===== config.mk =====
export PLATFORM = sky130hd
export DESIGN_NAME = flash_prog_ctrl
export DESIGN_NICKNAME = d
export VERILOG_FILES = /design/src/rtl/flash_prog_ctrl_pkg.sv /design/src/rtl/flash_prog_ctrl.sv
export SDC_FILE = /design/constraint.sdc
export NUM_CORES = 1
export LEC_CHECK = 0
export CAP_MARGIN = 20
export CORE_MARGIN = 2
export CORE_UTILIZATION = 40
export CTS_CLUSTER_SIZE = 12
export DETAILED_ROUTE_END_ITERATION = 8
export PLACE_DENSITY = 0.92
export SYNTH_ARGS = -nofsm -noshare
export SYNTH_HDL_FRONTEND = slang
export SYNTH_SLANG_ARGS = --single-unit

===== constraint.sdc =====
create_clock -name clk_i -period 9.14 [get_ports clk_i]
set_clock_uncertainty 0.1 [all_clocks]
set_input_delay 1.828 -clock clk_i [delete_from_list [all_inputs] [get_ports clk_i]]
set_output_delay 1.828 -clock clk_i [all_outputs]
set_load 0.01 [all_outputs]

===== src/rtl/flash_prog_ctrl_pkg.sv =====
// Shared flash controller definitions.
// Holds the default flash geometry used by both the program and read
// controllers, the operation word-count width, and the program-side FSM
// state encodings.
package flash_prog_ctrl_pkg;

    localparam int DefAddrW = 10;   // flash word-address width
    localparam int DefDataW = 32;   // flash data word width
    localparam int CntW     = 12;   // op word count width (num_words field)

    // Program controller states (1 bit, legacy-compatible constants)
    localparam logic StNorm = 1'b0; // issuing program requests
    localparam logic StErr  = 1'b1; // draining FIFO after an error

endpackage


===== src/rtl/flash_prog_ctrl.sv =====
// Program-side flash controller.
// Pops words from the program FIFO and issues one flash program request per
// word at consecutive word addresses starting at op_addr_i. After a flash
// error or an address overflow, the remaining words of the operation are
// popped without being programmed, so the FIFO stays aligned with software.
//
// Ports:
//   clk_i, rst_ni          clock, asynchronous active-low reset
//   op_start_i             operation active (level)
//   op_num_words_i         words in operation minus one
//   op_addr_i              start word address
//   op_done_o, op_err_o    completion pulse and its error status
//   data_rdy_i, data_i     program FIFO not-empty and head word
//   data_rd_o              program FIFO pop
//   flash_req_o            flash program request (held until flash_done_i)
//   flash_addr_o           flash program address
//   flash_ovfl_o           address computation carried past AddrW
//   flash_data_o           flash program data
//   flash_done_i           flash program transaction complete
//   flash_error_i          transaction failed (valid with flash_done_i)
module flash_prog_ctrl
    import flash_prog_ctrl_pkg::*;
#(
    parameter int AddrW = DefAddrW,
    parameter int DataW = DefDataW
) (
    input  logic              clk_i,
    input  logic              rst_ni,
    input  logic              op_start_i,
    input  logic [CntW-1:0]   op_num_words_i,
    input  logic [AddrW-1:0]  op_addr_i,
    output logic              op_done_o,
    output logic              op_err_o,
    input  logic              data_rdy_i,
    input  logic [DataW-1:0]  data_i,
    output logic              data_rd_o,
    output logic              flash_req_o,
    output logic [AddrW-1:0]  flash_addr_o,
    output logic              flash_ovfl_o,
    output logic [DataW-1:0]  flash_data_o,
    input  logic              flash_done_i,
    input  logic              flash_error_i
);

    logic              r_st;
    logic [CntW-1:0]   r_cnt;
    logic              r_err;

    logic              w_st_nxt;
    logic [CntW-1:0]   w_cnt_nxt;
    logic              w_err_nxt;

    logic [AddrW:0]    w_cnt_ext;
    logic [AddrW:0]    w_int_addr;
    logic              w_ovfl;
    logic              w_cnt_hit;
    logic              w_req;
    logic              w_txn_done;
    logic              w_rd;
    logic              w_done;
    logic              w_op_err;

    // Count is truncated to AddrW bits before the add; the extra result bit
    // exposes the carry out as the overflow indication.
    always_comb begin
        w_cnt_ext        = (AddrW+1)'(r_cnt);
        w_cnt_ext[AddrW] = 1'b0;
    end

    assign w_int_addr = {1'b0, op_addr_i} + w_cnt_ext;
    assign w_ovfl     = w_int_addr[AddrW];
    assign w_cnt_hit  = (r_cnt == op_num_words_i);

    assign w_req      = (r_st == StNorm) & op_start_i & data_rdy_i & ~w_ovfl;
    // flash_done_i without an outstanding request is ignored
    assign w_txn_done = w_req & flash_done_i;

    always_comb begin
        w_st_nxt  = r_st;
        w_cnt_nxt = r_cnt;
        w_err_nxt = r_err;
        w_rd      = 1'b0;
        w_done    = 1'b0;
        w_op_err  = 1'b0;

        if (r_st == StNorm) begin
            if (op_start_i & data_rdy_i & w_ovfl) begin
                // Address ran off the end: consume the word, never program it
                w_rd = 1'b1;
                if (w_cnt_hit) begin
                    w_done    = 1'b1;
                    w_op_err  = 1'b1;
                    w_cnt_nxt = '0;
                    w_err_nxt = 1'b0;
                end else begin
                    w_cnt_nxt = r_cnt + 1'b1;
                    w_err_nxt = 1'b1;
                    w_st_nxt  = StErr;
                end
            end else if (w_txn_done) begin
                // Word leaves the FIFO only once flash has accepted it
                w_rd = 1'b1;
                if (w_cnt_hit) begin
                    // Error on the last word finishes directly, no drain needed
                    w_done    = 1'b1;
                    w_op_err  = flash_error_i | r_err;
                    w_cnt_nxt = '0;
                    w_err_nxt = 1'b0;
                end else begin
                    w_cnt_nxt = r_cnt + 1'b1;
                    if (flash_error_i) begin
                        w_err_nxt = 1'b1;
                        w_st_nxt  = StErr;
                    end
                end
            end
        end else begin
            // Drain: pop whatever the FIFO offers until the op's words are gone.
            // op_start_i is not consulted so the drain always completes.
            w_rd = data_rdy_i;
            if (data_rdy_i) begin
                if (w_cnt_hit) begin
                    w_done    = 1'b1;
                    w_op_err  = 1'b1;
                    w_cnt_nxt = '0;
                    w_err_nxt = 1'b0;
                    w_st_nxt  = StNorm;
                end else begin
                    w_cnt_nxt = r_cnt + 1'b1;
                end
            end
        end
    end

    always_ff @(posedge clk_i or negedge rst_ni) begin
        if (!rst_ni) begin
            r_st  <= StNorm;
            r_cnt <= '0;
            r_err <= 1'b0;
        end else begin
            r_st  <= w_st_nxt;
            r_cnt <= w_cnt_nxt;
            r_err <= w_err_nxt;
        end
    end

    assign op_done_o    = w_done;
    assign op_err_o     = w_op_err;
    assign data_rd_o    = w_rd;
    assign flash_req_o  = w_req;
    assign flash_addr_o = w_int_addr[AddrW-1:0];
    assign flash_ovfl_o = w_ovfl;
    assign flash_data_o = data_i;

endmodule


==> summary.md <==
| Metric | Value |
|---|---|
| Worst hold path depth | 1 |
| Post-DP Area | 0.00191 sq mm |
| Synth async-reset ratio | 100% |
| Share of layout cells above drive strength 1 | 5.56% |
| Syn Nets | 278 |
| Vias in the first global route | 1520 |
| Commonest non-fill, non-tap cells in the layout | 42 x clkdlybuf4s50_1, 15 x xor2_1, 14 x nand2_1, 14 x dfrtp_1, 13 x a211oi_1 |
| Unrepaired setup endpoints after global routing | false |
| Crit Path Class | in -> out |
| Post-Syn Area | 0.00169 sq mm |
| Final period util | slightly above 70% |
| CTS hold repair buffers | 0 |
| Max_slew headroom | 53.4% |
| Fillcell total | around 390 |
| Nets | 290 |
| Maxcap violations | 0 |
| Post-layout min period | 6640 ps |
| Register bit total from synthesis | 14 |
| Footprint of the multi-input gates | approximately 0.001 sq mm |
| Post-synth EDFFs | 0 |
| CTS sink cnt | 14 |
| # DRC | 0 |
| Die Y-Extent | 69.0 um |
| Worst-Margin Slew | ~700 ps |
| Setup ws final | 2500 ps |
| Register area share after synthesis | 20.7% |
| CTS tree | done |
| Routed vias/inst | 5.77 |
| Count of cell types in the netlist | 43 |
| Critical path arrival | 4710 ps |
| Number of diodes | 0 |
| Initial antenna violation count | 0 |
| Post-Place Cells | 263 |
| FF+latch area | 350 sq um |
| Setup crit end kind | output port |
| Post-Route Utilization | 48.4% |
| Hold Crit Start | r_cnt[11]$_DFFE_PN0P_ |
| Vias | 1536 |
| Setup violators final | 0 |
| Worst min path class | reg -> reg |
| Maximum vdd drop | 139 uV |
| Port bufs | 42 |
| Pleak | 0.780 nW |
| Mean routed wirelength per cell | around 15 um |
| Cells after Synth | 206 |
| R2R Path Start | r_cnt[0]$_DFFE_PN0P_ |
| Post_cts resized | 0 |
| DRT antenna net count | 0 |
| Crit path launch type | primary input |
| Fin area | 0.00195 sq mm |
| Area Overhead vs Synth | 15.4% |
| RePlAce Congestion | 0.837 |
| CTS H-Tree Depth | 1 |
| Initial DRC count | 89 |
| Post-synth top flop | dfrtp_1 |
| DP Wirelength | 3150 um |
| GR Overflow Total | 0 |
| Latest clock arrival within the worst-skew pair | 250 ps |
| Total Routing Usage GR | around 17% |
| Hold Vio Cnt, Final | 0 |
| Final Max Slew Viols | 0 |
| Pwr Density | 306 mW/mm^2 |
| Fmax | 151 MHz |
| Core area | 0.00403 sq mm |
| First-pass GRT wire length | approximately 6800 um |
| Largest net degree at the start of global routing | 15 |
| First-pass DRT Iterations | 4 |
| Setup TNS | 0 ps |
| Worst Hold End | r_cnt[11]$_DFFE_PN0P_ |
| I/O pin count | around 110 |
| CTS Root Cell | clkbuf_8 |
| Starting Density | 42.0% |
| Worst EP required | a little over 7000 ps |
| Clock slew at reported path FFs | about 60 ps |
| Syn avg cell area | 8.21 sq um |
| Status | complete, no violations |
| Chip width | 69.0 um |
| Post-Layout Cell Count | 266 |
| Reg2reg setup slack | about 6300 ps |
| Inserted Clock Buffers | 3 |
| Post-place setup slack | 2490 ps |
| Site Rows | 23 |
| Die area | between 0.004 and 0.005 sq mm |
| Synth warnings | 0 |
| DRT Wirelength | 4020 um |
| Post-CTS Setup Bufs | 0 |
| Reg2Reg Depth | 7 |
| Most common cell after layout, fill and taps aside | clkdlybuf4s50_1 |
| Critical Path Fanout Max | 13 |
| Critical R2R Capture | r_cnt[4]$_DFFE_PN0P_ |
| CTS Buffer Depth | 2 |
-- per-layer routing --
| metal | wire length [um] | track usage (%) | part of all wire [%] | vias to the layer above |
|---|---|---|---|---|
| li1 | - | - | - | 753 |
| met2 | 1960 | 29.2 | 49 | 57 |
| met5 | 0 | 0 | 0 | - |
| met4 | 48 | 4.79 | 1.2 | 0 |
| met3 | 314 | 5.41 | 7.8 | 14 |
| met1 | 1690 | 20.0 | 42 | 712 |
-- stage by stage --
| stage | power, mW | hold WS (ps) |
|---|---|---|
| 2_1_floorplan | 0.403 | 355 |
| 3_3_place_gp | 0.534 | 377 |
| 3_5_place_dp | 0.544 | 393 |
| 4_1_cts | 0.597 | 401 |
| 5_1_grt | 0.646 | 420 |
| 6_report | 0.597 | 392 |
-- cell usage after synthesis, types with 5 or more instances --
cell / number / area [sq um]
xor2_1: 15 / 131
ha_1: 11 / 138
dfrtp_1: 14 / 350
a21oi_1: 9 / 45.0
o21ai_0: 6 / 30.0
nand3_1: 9 / 45.0
nor2_1: 8 / 30.0
o22ai_1: 9 / 56.3
nor3_1: 5 / 25.0
nand2_1: 14 / 52.6
a211oi_1: 13 / 97.6
buf_4: 32 / 240
inv_1: 11 / 41.3
-- power by group --
part	internal [mW]	switching (mW)	total (mW)
clock network	0.0292	0.0226	0.0518
registers	0.0910	0.0540	0.145
logic	0.205	0.195	0.400
total	0.325	0.271	0.597
-- worst max-delay path: stages --
cell,delay (ps)
clkdlybuf4s50_1,410
ha_1,230
fa_1,430
a211o_1,360
a211oi_2,390
o211a_1,480
nor2_1,100
clkdlybuf4s50_1,490
-- registers in the layout (all words and copies together) (netlist names) --
name,cells
r_cnt,12
r_st,1
r_err,1
-- logic make-up after synthesis --
kind of cell	count (synthesis)	synth area share, %
compound gates	57	23.5
xor+xnor	18	9.33
fa+ha+maj	12	9.33
buf+inv	49	18.9
flops	14	20.7
mux	1	0.592
simple gates	55	17.6
-- cell type report --
| cell class | count | share of cell area [%] |
|---|---|---|
| multi-input combinational | 143 | 52.3 |
| sequential | 14 | 18.0 |
| clock buffer | 3 | 2.12 |
| inverter | 13 | 2.50 |
| timing repair buffer | 43 | 21.9 |
| tap | 50 | 3.21 |
-- worst max path at each step --
stage	start	end	slack (ps)	cells past startpoint
after floorplan	op_addr_i[0]	flash_req_o	3540	6
after global placement	op_addr_i[0]	data_rd_o	2540	8
after detailed placement	op_addr_i[0]	data_rd_o	2490	8
after CTS	op_addr_i[0]	data_rd_o	2480	8
after global routing	op_addr_i[0]	data_rd_o	2330	8
final	op_addr_i[0]	data_rd_o	2500	8
Note: power is estimated with default switching activity, not from simulation.
